===== config.mk =====
export PLATFORM = sky130hd
export DESIGN_NAME = fir_output_capture
export DESIGN_NICKNAME = d
export VERILOG_FILES = /design/src/rtl/fir_pkg.sv /design/src/rtl/fir_fwft_fifo.sv /design/src/rtl/fir_output_capture.sv
export SDC_FILE = /design/constraint.sdc
export NUM_CORES = 1
export LEC_CHECK = 0
export ABC_AREA = 1
export CAP_MARGIN = 20
export CORE_MARGIN = 4
export CORE_UTILIZATION = 55
export CTS_CLUSTER_DIAMETER = 40
export DETAILED_ROUTE_END_ITERATION = 16
export DONT_BUFFER_PORTS = 1
export HOLD_SLACK_MARGIN = 0.05
export PLACE_DENSITY = 0.77
export SYNTH_ARGS = -nofsm -noshare
export SYNTH_HDL_FRONTEND = slang
export SYNTH_SLANG_ARGS = --single-unit

===== constraint.sdc =====
create_clock -name CLK -period 3.2 [get_ports CLK]
set_input_delay 0.16 -clock CLK [delete_from_list [all_inputs] [get_ports CLK]]
set_output_delay 0.16 -clock CLK [all_outputs]
set_load 0.01 [all_outputs]

===== src/rtl/fir_pkg.sv =====
// Widths shared with fir_filter and the round/saturate helper that maps the
// N3-bit filter output onto an N2-bit sample.
package fir_pkg;

  localparam int N1 = 16;
  localparam int N2 = 16;
  localparam int N3 = 32;
  localparam int SHIFT = 15;

  localparam logic signed [N3:0] SAT_MAX = $signed({{(N3-N2+2){1'b0}}, {(N2-1){1'b1}}});
  localparam logic signed [N3:0] SAT_MIN = $signed({{(N3-N2+2){1'b1}}, {(N2-1){1'b0}}});

  // Returns {sat, sample}; one guard bit keeps the rounding add from wrapping.
  function automatic logic [N2:0] round_sat(input logic [N3-1:0] din, input int shift);
    logic signed [N3:0] half;
    logic signed [N3:0] r;
    half = (N3+1)'(1) <<< (shift - 1);
    r = ($signed({din[N3-1], din}) + half) >>> shift;
    if (r > SAT_MAX)
      round_sat = {1'b1, SAT_MAX[N2-1:0]};
    else if (r < SAT_MIN)
      round_sat = {1'b1, SAT_MIN[N2-1:0]};
    else
      round_sat = {1'b0, r[N2-1:0]};
  endfunction

endpackage


===== src/rtl/fir_fwft_fifo.sv =====
// First-word-fall-through FIFO: a write is visible on rd_data the cycle after it lands.
// Full/empty come from level; a write when full only succeeds alongside a read.
module fir_fwft_fifo #(
  parameter int W     = 16,
  parameter int DEPTH = 16,
  parameter int AW    = 4
) (
  input  logic          clk,
  input  logic          rst,
  input  logic          wr_en,
  input  logic [W-1:0]  wr_data,
  input  logic          rd_en,
  output logic [W-1:0]  rd_data,
  output logic [AW:0]   level,
  output logic          not_empty
);

  localparam logic [AW:0] FULL_LVL = (AW+1)'(DEPTH);

  logic [W-1:0]  mem [DEPTH];
  logic [AW-1:0] wr_ptr;
  logic [AW-1:0] rd_ptr;
  logic          do_rd;
  logic          do_wr;

  assign not_empty = (level != '0);
  assign do_rd     = rd_en && not_empty;
  assign do_wr     = wr_en && ((level != FULL_LVL) || do_rd);
  assign rd_data   = not_empty ? mem[rd_ptr] : '0;

  always_ff @(posedge clk) begin
    if (do_wr)
      mem[wr_ptr] <= wr_data;
  end

  always_ff @(posedge clk or posedge rst) begin
    if (rst) begin
      wr_ptr <= '0;
      rd_ptr <= '0;
      level  <= '0;
    end else begin
      if (do_wr)
        wr_ptr <= wr_ptr + 1'b1;
      if (do_rd)
        rd_ptr <= rd_ptr + 1'b1;
      case ({do_wr, do_rd})
        2'b10:   level <= level + 1'b1;
        2'b01:   level <= level - 1'b1;
        default: level <= level;
      endcase
    end
  end

endmodule


===== src/rtl/fir_output_capture.sv =====
// Captures FIR output after the fill samples, rounds/saturates to N2 bits and queues it;
// 2 cycles capture-to-visible. No backpressure to the filter: a full FIFO drops and flags.
module fir_output_capture #(
  parameter int N2    = 16,
  parameter int N3    = 32,
  parameter int SHIFT = 15,
  parameter int SKIP  = 8,
  parameter int DEPTH = 16,
  parameter int AW    = 4
) (
  input  logic          CLK,
  input  logic          RST,
  input  logic          ENABLE,
  input  logic [N3-1:0] fir_data,
  input  logic          clr_flags,
  output logic [N2-1:0] out_data,
  output logic          out_valid,
  input  logic          out_ready,
  output logic [AW:0]   level,
  output logic          overflow,
  output logic          sat_flag,
  output logic [15:0]   sample_count
);

  import fir_pkg::*;

  localparam int          SW       = $clog2(SKIP + 1);
  localparam logic [SW-1:0] SKIP_END = SW'(SKIP);
  localparam logic [AW:0]   FULL_LVL = (AW+1)'(DEPTH);

  logic [SW-1:0] skip_cnt;
  logic          stage_valid;
  logic [N2-1:0] stage_data;
  logic [N2:0]   rs;
  logic          capture;
  logic          rd_fire;
  logic          wr_fire;
  logic          drop;

  assign rs      = round_sat(fir_data, SHIFT);
  assign capture = ENABLE && (skip_cnt == SKIP_END);
  assign rd_fire = out_valid && out_ready;
  assign wr_fire = stage_valid && ((level != FULL_LVL) || rd_fire);
  assign drop    = stage_valid && (level == FULL_LVL) && !rd_fire;

  always_ff @(posedge CLK or posedge RST) begin
    if (RST) begin
      skip_cnt     <= '0;
      stage_valid  <= 1'b0;
      stage_data   <= '0;
      overflow     <= 1'b0;
      sat_flag     <= 1'b0;
      sample_count <= '0;
    end else begin
      if (ENABLE && (skip_cnt != SKIP_END))
        skip_cnt <= skip_cnt + 1'b1;
      // The stage empties every cycle, written or dropped.
      stage_valid <= capture;
      if (capture)
        stage_data <= rs[N2-1:0];
      if (capture && rs[N2])
        sat_flag <= 1'b1;
      else if (clr_flags)
        sat_flag <= 1'b0;
      if (drop)
        overflow <= 1'b1;
      else if (clr_flags)
        overflow <= 1'b0;
      if (wr_fire)
        sample_count <= sample_count + 1'b1;
    end
  end

  fir_fwft_fifo #(
    .W     (N2),
    .DEPTH (DEPTH),
    .AW    (AW)
  ) u_fifo (
    .clk       (CLK),
    .rst       (RST),
    .wr_en     (wr_fire),
    .wr_data   (stage_data),
    .rd_en     (rd_fire),
    .rd_data   (out_data),
    .level     (level),
    .not_empty (out_valid)
  );

endmodule


# Yosys cells after proc, flatten, opt, wreduce, memory -nomap -nowiden
# Memory sizes are Yosys's and may differ from the RTL's.
# Cells that the tools add are included.
word_totals:
  inputBits: 37
  mem_count: 1
  ramBits: 256
  reg_bits: 52
  elab_cells: 50
  romBits: 0
  latch_bits: 0
  out_inout_bits: 40
op_classes:
  magnitude_cmp: 2
  n_eq_ne: 6
  shift: 0
  div_mod_pow: 0
  mux: 9
  bitwise_logic: 0
  n_addsub: 7
  reduce_logical: 16
  multipliers: 0
mem_list:
  columns: ["memory", "words", "width", "read_ports", "rd_clocked_by_memory_dff", "write_ports", "line_no", "text"]
  rows:
  - ["u_fifo.mem", 16, 16, 1, 0, 1, "fir_fwft_fifo.sv:20", "logic [W-1:0] mem [DEPTH];"]
ops:
  columns: ["op", "count"]
  rows:
  - ["$mux W17", 2]
  - ["$add A32 B16 Y33 const B", 1]
  - ["$gt A18 B16 Y1 const B", 1]
  - ["$lt A18 B16 Y1 const B", 1]
  - ["$add A16 B1 Y16 const B", 1]
  - ["$mux W16", 1]
  - ["$add A4 B1 Y4 const B", 3]
  - ["$pmux W5 S2", 1]
  - ["$logic_and A1 B1 Y1", 9]
  - ["$reduce_bool A2 Y1", 3]
  - ["$add A5 B1 Y5 const B", 1]
  - ["$eq A5 B5 Y1 const B", 1]
  - ["$mux W1", 5]
  - ["$ne A5 B5 Y1 const B", 1]
  - ["$reduce_bool A5 Y1", 1]
  - ["$sub A5 B1 Y5 const B", 1]
  - ["$eq A4 B4 Y1 const B", 1]
  - ["$ne A4 B4 Y1 const B", 1]
  - ["$eq A2 B1 Y1 const B", 1]
  - ["$eq A2 B2 Y1 const B", 1]
  - ["$logic_or A1 B1 Y1", 2]
  - ["$logic_not A1 Y1", 1]

# Depth between registers and ports, before layout
depth:
  word_depth: 7
  mapped_depth: 15

# Modules after synthesis
# Synthesis repeated with hierarchy kept, for this count alone.
hier_totals:
  cells_unflattened: 1271
  area_unflattened_um2: 13489.2
by_module_without_submodules:
  columns: ["module", "instances", "seq_area_each_um2", "area_each_um2", "cells_per_inst"]
  rows:
  - ["fir_fwft_fifo", 1, 8012.7, 11136.9, 959]
  - ["fir_output_capture", 1, 975.9, 2352.3, 312]

# Worst setup path before layout
# OpenSTA, ideal clock, no wires.
synth_timing:
  path_kind: "register to register"
  startpoint: "register u_fifo.level[0]"
  endpoint: "register u_fifo.level[4]"
  path_buffers: 0
  period_less_slack_ns: 2.395
  arrival_time_ns: 2.264
  path_stages_with_launch: 14
  setup_ns: 0.131
  required_time_ns: 3.069
  setup_slack_ns: 0.805
  path_cell_list: "dfrtp_1 inv_1 nand4_1 nor2_2 inv_1 nand2_1 inv_1 ha_1 ha_1 a21oi_1 nand2_1 a21oi_1 o21ai_0 xor2_1"
synth_via:
  elab_chain_len: 7
  word_cells_on_any_way: 14
  classes_between: "2 x add/sub; 3 x eq/ne; 1 x mux; 8 x reduce/logical"
synth_lines:
  columns: ["element", "line_no", "text"]
  rows:
  - ["start: declaration", "fir_fwft_fifo.sv:14", "output logic [AW:0] level,"]
  - ["start signal: assignment", "fir_fwft_fifo.sv:47", "2'b10: level <= level + 1'b1;"]
  - ["start signal: assignment", "fir_fwft_fifo.sv:48", "2'b01: level <= level - 1'b1;"]
  - ["start signal: assignment", "fir_fwft_fifo.sv:49", "default: level <= level;"]
  - ["$reduce_bool A5 Y1 (*)", "fir_fwft_fifo.sv:26", "assign not_empty = (level != '0);"]
  - ["net out_valid", "fir_output_capture.sv:17", "output logic out_valid,"]
  - ["$logic_and A1 B1 Y1", "fir_output_capture.sv:42", "assign rd_fire = out_valid && out_ready;"]
  - ["$logic_and A1 B1 Y1 (*)", "fir_fwft_fifo.sv:27", "assign do_rd = rd_en && not_empty;"]
  - ["net u_fifo.do_rd", "fir_fwft_fifo.sv:23", "logic do_rd;"]
  - ["$logic_or A1 B1 Y1", "fir_fwft_fifo.sv:28", "assign do_wr = wr_en && ((level != FULL_LVL) || do_rd);"]
  - ["$logic_and A1 B1 Y1", "fir_fwft_fifo.sv:28", null]
  - ["$eq A2 B1 Y1 or $eq A2 B2 Y1 (tied branches)", "fir_fwft_fifo.sv:46", "case ({do_wr, do_rd})"]
  - ["$pmux W5 S2 or $reduce_bool A2 Y1 (tied branches)", null, null]
# The timed path passes the listed nets; every way through them passes the cells marked *.
# A chain may end at the register's enable or synchronous reset.

# Final worst setup path
layout_timing:
  startpoint: "register u_fifo.rd_ptr[0]"
  endpoint: "output port out_data[3]"
layout_via:
  elab_chain_len: 2
layout_lines:
  columns: ["element", "line_no", "text"]
  rows:
  - ["start: declaration", "fir_fwft_fifo.sv:22", "logic [AW-1:0] rd_ptr;"]
  - ["start signal: assignment", "fir_fwft_fifo.sv:45", "rd_ptr <= rd_ptr + 1'b1;"]
  - ["$mem_v2 Z16 W16", null, null]
  - ["$mux W16", "fir_fwft_fifo.sv:29", "assign rd_data = not_empty ? mem[rd_ptr] : '0;"]
  - ["end: declaration", "fir_output_capture.sv:16", "output logic [N2-1:0] out_data,"]
# No other way between the ends.

==> out/results.ini <==
[detailed_routing]
dr.first_iter.drc_count=898
avgRoutedWirePerCell_um=20.3
drtPass1Iterations=5
drc=0
via_count=8902
postRouteAntennaNets=0
routed_wl_um=30500
via_per_inst=5.93

[layout]
final_core_util_pct=64.3
syn2layout_area_growth_pct=15.7
final_cell_mix=256 x edfxtp_1, 180 x nor2_1, 150 x nand2_1
drive_above_1_share_pct=10.3
nets=1202
n_antenna_cell=0
final_common_cell=edfxtp_1

[outcome]
status=complete, no violations

[power_and_ir_drop]
ir_drop_v=0.000576
power_density_mw_per_mm2=923
p_leak_uw=0.00554

[logic_synthesis]
synthesis.nets=1161
syn-cell-area_mm2=0.0130
yosys-top-cells-area=edfxtp_1 59%, dfrtp_1 10%, o21ai_0 5.6%, nor2_1 5.2%, nand2_1 4.3%
ys_seq_area_share_pct=69.1
synth.distinct_cells=32
synth_top_area_share_pct=59.1
yosysWarnings=0
syn_area_per_cell_um2=11.7
synth_cells=1110
synth_top_area_cell=edfxtp_1
synth-seq-cells=308

[job]
drv_cap=0

[grt]
gr-total-overflow=0
grt_pass1_wl_um=47500
grt_max_degree=74
antenna_found_initial=0
gr-usage-all-layers_pct=23.2
grt_pass1_vias=8812

[clocking]
ctsLongestPathBuffers=3
clock_latency_ns=0.52
cts_tree=yes
cts-root-buf=clkbuf_16
cts.sinks=308
h-tree-depth=2
post_cts_buffers=0
numCtsBuffers=38
path_clk_slew_ns=0.06

[sta]
rsz0062_at_grt=no
slew_violations=0
final.min_clock_period_ns=2.82
fin_crit_sh_pct=88.2
maxSlewHeadroom_pct=44.3
hold_viol=0
setup_viol=0
worstMarginPinSlew_ns=0.834
max_freq_mhz=354
fin_tns_setup_ns=0
finClkSkew_ns=0.0210

[place]
dpl.hpwl_um=17200
gp_congestion=0.870
portBuffers=0

[critical_path]
crit_fanout=30
path_class=flop to primary output
crit_required_ns=3.04
startpoint_type=flop
cp.arrival_ns=2.66
end_kind=primary output

[floorplan]
row_count=56
initial_core_util_pct=55.6
die-area_mm2=0.0262
core_mm2=0.0234
fp.dieW_um=162
die_h_um=162
ioPinCount=77

[min_path]
hold_class=primary input to flop

-- stage by stage --
stage	std cells	setup slack, ns	area, µm²	hold slack, ns	power (µW)
after floorplan	1110	0.805	13000	0.316	8050
after global placement	1411	0.606	13500	0.241	9160
after detailed placement	1411	0.513	13500	0.248	9320
after CTS	1500	0.416	15000	0.0558	13900
after global routing	1500	0.205	15000	0.115	14600
final	1500	0.378	15000	0.0622	13900
-- registers in the layout (all words and copies together), names as in the netlist --
name and flops:
overflow 1, sample_count 16, sat_flag 1, skip_cnt 4, stage_data 16, stage_valid 1
u_fifo.level 5, u_fifo.mem 256, u_fifo.rd_ptr 4, u_fifo.wr_ptr 4
-- final timing paths --
path                            slack, ns               to  cells past startpoint              from
worst max-delay path                 0.38      out_data[3]                      9  u_fifo.rd_ptr[0]
worst min-delay path                 0.06    stage_data[5]                      6      fir_data[19]
worst max register to register       0.46  u_fifo.level[4]                     14   u_fifo.level[1]
worst min register to register       0.48      skip_cnt[3]                      1       skip_cnt[3]
max in group asynchronous            2.23  u_fifo.level[4]                      3               RST
min in group asynchronous            0.27  sample_count[6]                      2               RST
-- synth_stat cells --
cell      number
nand3_1       35
a22o_1         1
edfxtp_1     256
nor2_4         3
fa_1           1
nand2_4        3
clkinv_1       2
buf_1          2
xnor2_1       10
nor2_2         4
nor4_1         2
nor3_1         4
xor2_1        28
dfrtp_1       52
a21oi_1       31
nand3b_1       2
o221ai_1      44
o22ai_1       16
buf_6          2
buf_2         15
buf_4          1
nor3_2         2
inv_1         49
o21ai_1        4
nand2_2        4
o21ai_0      145
ha_1          13
inv_2          2
nand4_1        9
clkbuf_1      38
nor2_1       180
nand2_1      150
-- cell families after synthesis --
logic type,after synthesis,synth area share [%]
AO/OA/AOI/OAI,241,10.7
XOR/XNOR,38,2.56
adder cells (fa/ha/maj),14,1.40
buffers and inverters,111,3.49
flip-flops,308,69.1
AND/OR/NAND/NOR,398,12.7
-- worst max-delay path, cell delays in order (launching register included) --
cell and delay [ns]:
dfrtp_4 0.62, clkinv_2 0.15, buf_4 0.31, o21ai_0 0.12, o22ai_1 0.18, nor2_1 0.07
nor2_1 0.12, o21ai_0 0.16, a21oi_1 0.26, buf_4 0.16
-- routing by layer --
layer,up-vias,share of wire [%],track usage [%]
met5,-,0,0
met4,0,2.7,8.38
met3,74,9.6,5.02
met2,452,48,37.5
met1,4345,39,31.6
li1,4031,-,-
-- where the power goes --
| part | switching, µW | total, µW | internal (µW) |
|---|---|---|---|
| combinational | 2420 | 3570 | 1150 |
| clock | 1690 | 4540 | 2850 |
| sequential | 713 | 5780 | 5070 |
| total | 4820 | 13900 | 9070 |
-- layout make-up --
class,count,area (µm²)
clock buffers,45,998
inverters,53,200
well taps,319,399
fillers,1713,8360
multi-input cells,691,3570
repair buffers,59,515
flip-flops and latches,308,8990
clock inverters,25,375
-- repair_timing --
| item | CTS | global route |
|---|---|---|
| hold buffers | 19 | 0 |
| resized for setup | 0 | 0 |
| endpoints found under the hold margin | 65 | 0 |
(Power assumes the default switching activity.)
